<file path="config.mk">
export PLATFORM = sky130hd
export DESIGN_NAME = muldiv_unit_flat
export DESIGN_NICKNAME = d
export VERILOG_FILES = /design/src/rtl/mdu_pkg.sv /design/src/rtl/muldiv_unit_if.sv /design/src/rtl/mdu_divider.sv /design/src/rtl/muldiv_unit.sv /design/src/flat_wrapper.sv
export SDC_FILE = /design/constraint.sdc
export NUM_CORES = 1
export LEC_CHECK = 0
export BUFFER_PORTS_ARGS = -buffer_cell sky130_fd_sc_hd__clkbuf_2
export CORE_MARGIN = 2
export CORE_UTILIZATION = 36
export CTS_BUF_LIST = sky130_fd_sc_hd__clkbuf_8
export DETAILED_ROUTE_END_ITERATION = 16
export PLACE_DENSITY = 0.64
export SYNTH_ARGS = -nofsm -noshare
export SYNTH_HDL_FRONTEND = slang
export SYNTH_SLANG_ARGS = --single-unit
</file>
<file path="constraint.sdc">
create_clock -name clk -period 4.42 [get_ports clk]
set_input_delay 0.442 -clock clk [delete_from_list [all_inputs] [get_ports clk]]
set_output_delay 0.442 -clock clk [all_outputs]
set_load 0.005 [all_outputs]
</file>
<file path="src/rtl/mdu_pkg.sv">
// mdu_pkg -- shared definitions for the multiply/divide unit.
//   * MIPS funct codes of the eight HI/LO instructions
//   * FSM state encoding
//   * decoded operation enum and a funct decoder
//   * DIV0_LO: bit used to fill LO on a divide by zero
package mdu_pkg;

  localparam logic [5:0] F_MULT  = 6'b011000;
  localparam logic [5:0] F_MULTU = 6'b011001;
  localparam logic [5:0] F_DIV   = 6'b011010;
  localparam logic [5:0] F_DIVU  = 6'b011011;
  localparam logic [5:0] F_MFHI  = 6'b010000;
  localparam logic [5:0] F_MFLO  = 6'b010010;
  localparam logic [5:0] F_MTHI  = 6'b010001;
  localparam logic [5:0] F_MTLO  = 6'b010011;

  // LO becomes {WIDTH{DIV0_LO}} when the divisor is zero.
  localparam logic DIV0_LO = 1'b1;

  typedef enum logic [1:0] {
    S_IDLE = 2'd0,
    S_MUL  = 2'd1,
    S_DIV  = 2'd2,
    S_FIX  = 2'd3
  } mdu_state_e;

  typedef enum logic [3:0] {
    OP_NONE, OP_MULT, OP_MULTU, OP_DIV, OP_DIVU,
    OP_MFHI, OP_MFLO, OP_MTHI, OP_MTLO
  } mdu_op_e;

  function automatic mdu_op_e decode_funct(input logic [5:0] funct);
    case (funct)
      F_MULT:  return OP_MULT;
      F_MULTU: return OP_MULTU;
      F_DIV:   return OP_DIV;
      F_DIVU:  return OP_DIVU;
      F_MFHI:  return OP_MFHI;
      F_MFLO:  return OP_MFLO;
      F_MTHI:  return OP_MTHI;
      F_MTLO:  return OP_MTLO;
      default: return OP_NONE;
    endcase
  endfunction

endpackage

</file>
<file path="src/rtl/muldiv_unit_if.sv">
// muldiv_unit_if -- EX-stage <-> multiply/divide unit signal bundle.
//   master (pipeline): drives Start, Funct, SrcA, SrcB, Flush
//   slave  (MDU)     : drives Stall, Busy, Done, Result, Hi, Lo
interface muldiv_unit_if #(
  parameter int WIDTH   = 32,
  parameter int FUNCT_W = 6
);
  logic               Start;
  logic [FUNCT_W-1:0] Funct;
  logic [WIDTH-1:0]   SrcA;
  logic [WIDTH-1:0]   SrcB;
  logic               Flush;
  logic               Stall;
  logic               Busy;
  logic               Done;
  logic [WIDTH-1:0]   Result;
  logic [WIDTH-1:0]   Hi;
  logic [WIDTH-1:0]   Lo;

  modport master (
    output Start, Funct, SrcA, SrcB, Flush,
    input  Stall, Busy, Done, Result, Hi, Lo
  );

  modport slave (
    input  Start, Funct, SrcA, SrcB, Flush,
    output Stall, Busy, Done, Result, Hi, Lo
  );
endinterface

</file>
<file path="src/rtl/mdu_divider.sv">
// mdu_divider -- restoring radix-2 divide datapath plus the WIDTH-step
// counter that paces both the multiply and divide sequences.
//   clk, rst_n          : clock / async active-low reset
//   load                : capture dividend/divisor, clear counter
//   step                : perform one restoring step, advance counter
//   dividend, divisor   : unsigned magnitudes
//   quotient, remainder : results, valid after WIDTH steps
//   last_step           : the step happening this cycle is the final one
module mdu_divider
  import mdu_pkg::*;
#(
  parameter int WIDTH = 32
) (
  input  logic             clk,
  input  logic             rst_n,
  input  logic             load,
  input  logic             step,
  input  logic [WIDTH-1:0] dividend,
  input  logic [WIDTH-1:0] divisor,
  output logic [WIDTH-1:0] quotient,
  output logic [WIDTH-1:0] remainder,
  output logic             last_step
);
  localparam int CNT_W = $clog2(WIDTH + 1);

  logic [WIDTH-1:0] rem_q, rem_d, quo_q, quo_d, dvs_q, dvs_d;
  logic [CNT_W-1:0] count_q, count_d;
  logic [WIDTH:0]   trial;

  // Partial remainder with the next dividend bit shifted in, minus divisor.
  // Bit WIDTH set means the subtraction borrowed, so the step restores.
  assign trial = {rem_q, quo_q[WIDTH-1]} - {1'b0, dvs_q};

  always_comb begin
    rem_d   = rem_q;
    quo_d   = quo_q;
    dvs_d   = dvs_q;
    count_d = count_q;
    if (load) begin
      rem_d   = '0;
      quo_d   = dividend;
      dvs_d   = divisor;
      count_d = '0;
    end else if (step) begin
      count_d = count_q + 1'b1;
      if (!trial[WIDTH]) begin
        rem_d = trial[WIDTH-1:0];
        quo_d = {quo_q[WIDTH-2:0], 1'b1};
      end else begin
        rem_d = {rem_q[WIDTH-2:0], quo_q[WIDTH-1]};
        quo_d = {quo_q[WIDTH-2:0], 1'b0};
      end
    end
  end

  always_ff @(posedge clk or negedge rst_n) begin
    if (!rst_n) begin
      rem_q   <= '0;
      quo_q   <= '0;
      dvs_q   <= '0;
      count_q <= '0;
    end else begin
      rem_q   <= rem_d;
      quo_q   <= quo_d;
      dvs_q   <= dvs_d;
      count_q <= count_d;
    end
  end

  assign quotient  = quo_q;
  assign remainder = rem_q;
  assign last_step = (count_q == CNT_W'(WIDTH - 1));
endmodule

</file>
<file path="src/rtl/muldiv_unit.sv">
// muldiv_unit -- multi-cycle MIPS multiply/divide unit with HI/LO registers.
//   clk, rst_n : clock / async active-low reset
//   bus        : muldiv_unit_if slave port
//                in : Start, Funct, SrcA, SrcB, Flush
//                out: Stall, Busy, Done, Result, Hi, Lo
// mult/multu/div/divu run on magnitudes for WIDTH steps, then one FIX cycle
// applies signs and writes HI/LO. mthi/mtlo write in one edge; mfhi/mflo
// read combinationally.
module muldiv_unit
  import mdu_pkg::*;
#(
  parameter int WIDTH   = 32,
  parameter int FUNCT_W = 6
) (
  input  logic         clk,
  input  logic         rst_n,
  muldiv_unit_if.slave bus
);
  mdu_state_e         state_q, state_d;
  logic [WIDTH-1:0]   hi_q, hi_d, lo_q, lo_d, mcand_q, mcand_d;
  logic [2*WIDTH-1:0] prod_q, prod_d;
  logic neg_a_q, neg_a_d, neg_b_q, neg_b_d, div0_q, div0_d;
  logic is_div_q, is_div_d, done_q, done_d;

  logic [FUNCT_W-1:0] funct;
  mdu_op_e            op;
  logic               is_mul, is_div, signed_op, neg_a_in, neg_b_in, accept, step;
  logic               busy, last_step;
  logic [WIDTH-1:0]   abs_a, abs_b, quotient, remainder;
  logic [WIDTH-1:0]   quo_signed, rem_signed, dividend_orig;
  logic [WIDTH:0]     mul_sum;
  logic [2*WIDTH-1:0] prod_signed;

  assign funct     = bus.Funct;
  assign op        = decode_funct(6'(funct));
  assign is_mul    = (op == OP_MULT) || (op == OP_MULTU);
  assign is_div    = (op == OP_DIV)  || (op == OP_DIVU);
  assign signed_op = (op == OP_MULT) || (op == OP_DIV);
  assign neg_a_in  = signed_op & bus.SrcA[WIDTH-1];
  assign neg_b_in  = signed_op & bus.SrcB[WIDTH-1];
  assign abs_a     = neg_a_in ? -bus.SrcA : bus.SrcA;
  assign abs_b     = neg_b_in ? -bus.SrcB : bus.SrcB;
  assign busy      = (state_q != S_IDLE);
  assign accept    = !busy && bus.Start && !bus.Flush && (is_mul || is_div);
  // The divider's counter paces the multiply too, so it steps in both states.
  assign step      = ((state_q == S_MUL) || (state_q == S_DIV)) && !bus.Flush;

  mdu_divider #(.WIDTH(WIDTH)) u_divider (
    .clk       (clk),
    .rst_n     (rst_n),
    .load      (accept),
    .step      (step),
    .dividend  (abs_a),
    .divisor   (abs_b),
    .quotient  (quotient),
    .remainder (remainder),
    .last_step (last_step)
  );

  // Shift-add: multiplier sits in prod_q low half, consumed LSB first;
  // the carry out of the add becomes the new top bit on the right shift.
  assign mul_sum = {1'b0, prod_q[2*WIDTH-1:WIDTH]}
                 + (prod_q[0] ? {1'b0, mcand_q} : (WIDTH+1)'(0));

  // mcand_q doubles as the stored dividend magnitude during a divide.
  assign prod_signed   = (neg_a_q ^ neg_b_q) ? -prod_q : prod_q;
  assign quo_signed    = (neg_a_q ^ neg_b_q) ? -quotient : quotient;
  assign rem_signed    = neg_a_q ? -remainder : remainder;
  assign dividend_orig = neg_a_q ? -mcand_q : mcand_q;

  always_comb begin
    state_d  = state_q;
    hi_d     = hi_q;
    lo_d     = lo_q;
    mcand_d  = mcand_q;
    prod_d   = prod_q;
    neg_a_d  = neg_a_q;
    neg_b_d  = neg_b_q;
    div0_d   = div0_q;
    is_div_d = is_div_q;
    done_d   = 1'b0;
    case (state_q)
      S_IDLE: begin
        if (bus.Start && !bus.Flush) begin
          if (is_mul || is_div) begin
            state_d  = is_mul ? S_MUL : S_DIV;
            mcand_d  = abs_a;
            prod_d   = {{WIDTH{1'b0}}, abs_b};
            neg_a_d  = neg_a_in;
            neg_b_d  = neg_b_in;
            div0_d   = (bus.SrcB == '0);
            is_div_d = is_div;
          end else if (op == OP_MTHI) begin
            hi_d = bus.SrcA;
          end else if (op == OP_MTLO) begin
            lo_d = bus.SrcA;
          end
        end
      end
      S_MUL: begin
        if (bus.Flush) begin
          state_d = S_IDLE;
        end else begin
          prod_d = {mul_sum, prod_q[WIDTH-1:1]};
          if (last_step) state_d = S_FIX;
        end
      end
      S_DIV: begin
        if (bus.Flush)      state_d = S_IDLE;
        else if (last_step) state_d = S_FIX;
      end
      S_FIX: begin
        state_d = S_IDLE;
        if (!bus.Flush) begin
          done_d = 1'b1;
          if (!is_div_q) begin
            hi_d = prod_signed[2*WIDTH-1:WIDTH];
            lo_d = prod_signed[WIDTH-1:0];
          end else if (div0_q) begin
            // Restoring division by zero is meaningless after sign fix-up.
            lo_d = {WIDTH{DIV0_LO}};
            hi_d = dividend_orig;
          end else begin
            lo_d = quo_signed;
            hi_d = rem_signed;
          end
        end
      end
      default: state_d = S_IDLE;
    endcase
  end

  always_ff @(posedge clk or negedge rst_n) begin
    if (!rst_n) begin
      state_q  <= S_IDLE;
      hi_q     <= '0;
      lo_q     <= '0;
      mcand_q  <= '0;
      prod_q   <= '0;
      neg_a_q  <= 1'b0;
      neg_b_q  <= 1'b0;
      div0_q   <= 1'b0;
      is_div_q <= 1'b0;
      done_q   <= 1'b0;
    end else begin
      state_q  <= state_d;
      hi_q     <= hi_d;
      lo_q     <= lo_d;
      mcand_q  <= mcand_d;
      prod_q   <= prod_d;
      neg_a_q  <= neg_a_d;
      neg_b_q  <= neg_b_d;
      div0_q   <= div0_d;
      is_div_q <= is_div_d;
      done_q   <= done_d;
    end
  end

  always_comb begin
    bus.Result = '0;
    if (bus.Start && (op == OP_MFHI)) bus.Result = hi_q;
    if (bus.Start && (op == OP_MFLO)) bus.Result = lo_q;
  end

  assign bus.Busy  = busy;
  assign bus.Stall = busy && bus.Start && (op != OP_NONE);
  assign bus.Done  = done_q;
  assign bus.Hi    = hi_q;
  assign bus.Lo    = lo_q;
endmodule

</file>
<file path="src/flat_wrapper.sv">
// flat-port wrapper written by rule: the top's interface ports become plain ports
module muldiv_unit_flat import mdu_pkg::*;
#(
  parameter int WIDTH   = 32,
  parameter int FUNCT_W = 6
)
  (clk, rst_n, bus_Start, bus_Funct, bus_SrcA, bus_SrcB, bus_Flush, bus_Stall, bus_Busy, bus_Done, bus_Result, bus_Hi, bus_Lo);
  muldiv_unit_if #(.WIDTH(WIDTH), .FUNCT_W(FUNCT_W)) bus_i ();
  input  logic clk;
  input  logic rst_n;
  input wire logic [$bits(bus_i.Start)-1:0] bus_Start;
  input wire logic [$bits(bus_i.Funct)-1:0] bus_Funct;
  input wire logic [$bits(bus_i.SrcA)-1:0] bus_SrcA;
  input wire logic [$bits(bus_i.SrcB)-1:0] bus_SrcB;
  input wire logic [$bits(bus_i.Flush)-1:0] bus_Flush;
  output wire logic [$bits(bus_i.Stall)-1:0] bus_Stall;
  output wire logic [$bits(bus_i.Busy)-1:0] bus_Busy;
  output wire logic [$bits(bus_i.Done)-1:0] bus_Done;
  output wire logic [$bits(bus_i.Result)-1:0] bus_Result;
  output wire logic [$bits(bus_i.Hi)-1:0] bus_Hi;
  output wire logic [$bits(bus_i.Lo)-1:0] bus_Lo;
  assign bus_i.Start = bus_Start;
  assign bus_i.Funct = bus_Funct;
  assign bus_i.SrcA = bus_SrcA;
  assign bus_i.SrcB = bus_SrcB;
  assign bus_i.Flush = bus_Flush;
  assign bus_Stall = bus_i.Stall;
  assign bus_Busy = bus_i.Busy;
  assign bus_Done = bus_i.Done;
  assign bus_Result = bus_i.Result;
  assign bus_Hi = bus_i.Hi;
  assign bus_Lo = bus_i.Lo;
  muldiv_unit #(.WIDTH(WIDTH), .FUNCT_W(FUNCT_W)) u_core (.clk(clk), .rst_n(rst_n), .bus(bus_i));
endmodule
</file>
==> run_results.csv <==
group,metric,value,unit
clock_network,ctsLongestPathBuffers,3,
pwr,pwr-share-seq,0.297,
sta,slew_violations,0,
critical_path,start_kind,"flip-flop",
route,dr.first_iter.drc_count,2060,
layout,finalInstanceArea,23600,um^2
synthesis,synth_area,20900,um^2
sta,skew,0.0784,ns
synthesis,synthArstFlopShare,1.00,
sta,setup_viol,0,
sta,hold_viol_final,0,
synthesis,synth_top_area_share,0.322,
die,placementRows,88,
global_route,grt_pass1_wl,128,mm
synthesis,synth_commonest_cells,"nand2_1 (323), dfrtp_1 (269), a21oi_1 (242)",
layout,nNetsFinal,2866,
pwr,intPower,8.95,mW
sta,finalCritPeriodShare,0.858,
clock_network,clock_sinks,269,
sta,slew_headroom,0.211,
sta,rsz0062_at_grt,"no",
clock_network,path_clk_slew,0.06,ns
critical_path,crit_end,"u_core.u_divider.remainder[12]",
global_route,grt_max_degree,109,
die,ios,173,
critical_path,crit_type,"flip-flop to flip-flop",
global_route,met3_usage,0.0511,
layout,drive_gt1_frac,0.130,
critical_path,cp-end-kind,"flip-flop",
placement,dp_hpwl,66.0,mm
route,route.antenna.remaining_nets,0,
critical_path,worst_ep_arrival_time,4.29,ns
pwr,powerDensity,782,nW/um^2
die,start_util,0.363,
route,totalWireLength,86.2,mm
die,coreArea,57500,um^2
route,detail_route.wl_per_cell,24.5,um
route,vias,21200,
synthesis,syn_nets,2749,
synthesis,synth.area.top_cells,"dfrtp_1 (32%), nand2_1 (5.8%), a21oi_1 (5.8%), o21ai_0 (5.6%), xnor2_1 (5.4%)",
clock_network,cts_tree,"yes",
critical_path,rrSetupSlack,0.63,ns
synthesis,synth_edf_count,0,
worst_hold_path,worstHoldPathType,"input port to flip-flop",
pwr,peakVddDrop,0.456,mV
pwr,p_sw,9.54,mW
sta,setup_tns,0,ns
die,die_height,245,um
sta,whs,0.0639,ns
pwr,p_sw_frac,0.516,
global_route,grt_busiest_layer,"met2",
worst_hold_path,whs_path_depth,3,
route,firstDrtPassIters,7,
global_route,use_met2,0.433,
synthesis,avgSynthCellArea,8.04,um^2
placement,gp_congestion,1.01,
clock_network,numCtsBuffers,51,
critical_path,r2r_cells,13,
pwr,power_frac_clock,0.142,
synthesis,synthCells,2597,
sta,fmax,0.264,GHz
placement,place_ws,0.700,ns
die,dieWidth,245,um
sta,post-route-min-period,3.79,ns
critical_path,crit_path_start,"u_core.u_divider.quotient[31]",
synthesis,synth_warnings,0,
clock_network,cts_setup_buffers,0,
pwr,combPwrFrac,0.561,
clock_network,clk_latency,0.71,ns
critical_path,worstPathRequired,4.92,ns
sta,tightest_slew,1.18,ns
critical_path,r2r-end,"u_core.u_divider.remainder[12]",
route,drc,0,
placement,place_area,22500,um^2
global_route,track_usage,0.282,
synthesis,yosysUniqueCellTypes,91,
synthesis,yosysSeqAreaShare,0.322,
synthesis,synthFlopType,"dfrtp_1",
layout,syn_to_final_growth,13.2,%
global_route,grt_antenna_before_repair,2,
flow_run,drv_cap,0,
clock_network,ctsResizeCount,0,
synthesis,ys_ff_latch,269,
synthesis,synth_largest_area_cell,"dfrtp_1",
critical_path,r2r-start,"u_core.u_divider.quotient[31]",
die,fp.dieArea,59900,um^2
global_route,grt_use_met1,0.364,
synthesis,yosysMostFrequentCell,"nand2_1",
route,vias_per_cell,6.04,
status,status,"finished, final reports clean",
clock_network,root_buffer,"clkbuf_8",
pwr,p_leak,10.5,nW
global_route,grt_overflow,0,
critical_path,cp_max_fo,12,
global_route,grt_pass1_vias,19900,
placement,portBuffers,172,
sta,layout_setup_ws,0.630,ns
clock_network,htree_levels,2,
## cell type report
| class | instances | area [um^2] |
|---|---|---|
| antenna | 1 | 2.50 |
| clock buffer | 67 | 922 |
| clock inverter | 20 | 139 |
| fill | 5879 | 33800 |
| inverter | 79 | 297 |
| multi-input combinational | 2089 | 13300 |
| sequential | 269 | 6740 |
| tap | 765 | 957 |
| timing repair buffer | 224 | 1310 |
## how the worst min path moves through the flow
stage	from	endpoint
floorplan	rst_n	u_core.bus.Done
global placement	rst_n	u_core.prod_q[56]
detailed placement	rst_n	u_core.prod_q[55]
CTS	bus_SrcA[22]	u_core.bus.Lo[22]
global route	bus_SrcA[22]	u_core.bus.Lo[22]
finish	bus_SrcA[22]	u_core.bus.Lo[22]
## worst max-delay path: stages, from the launching register on
cell and delay (ns):
dfrtp_1 0.35, inv_1 0.14, ha_1 0.25, fa_1 0.42, nand2b_1 0.19, a21oi_1 0.18
o2111ai_1 0.25, o211ai_1 0.23, nand2_1 0.17, o31ai_2 0.40, xor2_2 0.29, buf_4 0.31
mux2i_1 0.28, a21oi_1 0.10
## power by group through the flow
stage,clock network [mW],registers [mW],logic [mW]
6_report,2.63,5.50,10.4
5_1_grt,2.77,5.59,11.3
4_1_cts,2.68,5.41,10.1
3_5_place_dp,0,5.45,10.1
3_3_place_gp,0,5.39,9.92
2_1_floorplan,0,4.55,7.07
## state kept, by name, indices dropped and copies added (netlist names)
name and flops:
u_core.u_divider.remainder 32, u_core.mcand_q 32, u_core.bus.Hi 32, u_core.u_divider.dvs_q 32, u_core.prod_q 64, u_core.bus.Lo 32, u_core.neg_a_q 1, u_core.neg_b_q 1
u_core.u_divider.count_q 6, u_core.state_q 2, u_core.bus.Done 1, u_core.is_div_q 1, u_core.u_divider.quotient 32, u_core.div0_q 1
## kinds of logic after synthesis
kind of cell,count (synthesis),synth area share
AND/OR/NAND/NOR,868,0.199
flip-flops,269,0.322
buffers and inverters,239,0.0462
multiplexers,65,0.0319
AO/OA/AOI/OAI,827,0.248
adder cells (fa/ha/maj),78,0.0475
XOR/XNOR,251,0.106
## per-layer routing
layer / up-vias / routed length [um]
met4: 2 / 6390
met5: - / 11
met1: 10300 / 34800
met2: 1081 / 37900
met3: 265 / 7100
li1: 9605 / -
## cell usage in the layout (no fill, tap or decap), drive strengths merged, types with 29 or more instances in the layout
cell type / netlist / routed
xor2: 123 / 123
a31oi: 61 / 61
nor2: 213 / 213
o31ai: 40 / 40
buf: 30 / 50
o21ai: 239 / 239
ha: 76 / 76
inv: 79 / 90
nand3: 29 / 29
and3: 38 / 38
dfrtp: 269 / 269
a21o: 30 / 30
a22o: 38 / 38
a21oi: 242 / 242
o41ai: 29 / 29
and2: 46 / 46
clkbuf: 130 / 238
nor4: 32 / 32
nand2: 323 / 323
xnor2: 128 / 128
mux2i: 62 / 62
nor3: 52 / 52
## through the flow
step | cells | util | power (mW)
2_1_floorplan | 2597 | - | 11.6
3_3_place_gp | 3423 | 0.392 | 15.3
3_5_place_dp | 3423 | 0.392 | 15.5
4_1_cts | 3513 | 0.411 | 18.2
5_1_grt | 3514 | 0.411 | 19.6
6_report | 3514 | 0.411 | 18.5
## repair_timing
item,4_1_cts,5_1_grt
endpoints found under the setup margin,0,0
hold buffers,3,0
hold endpoints to repair,56,0
(Power assumes the default switching activity.)
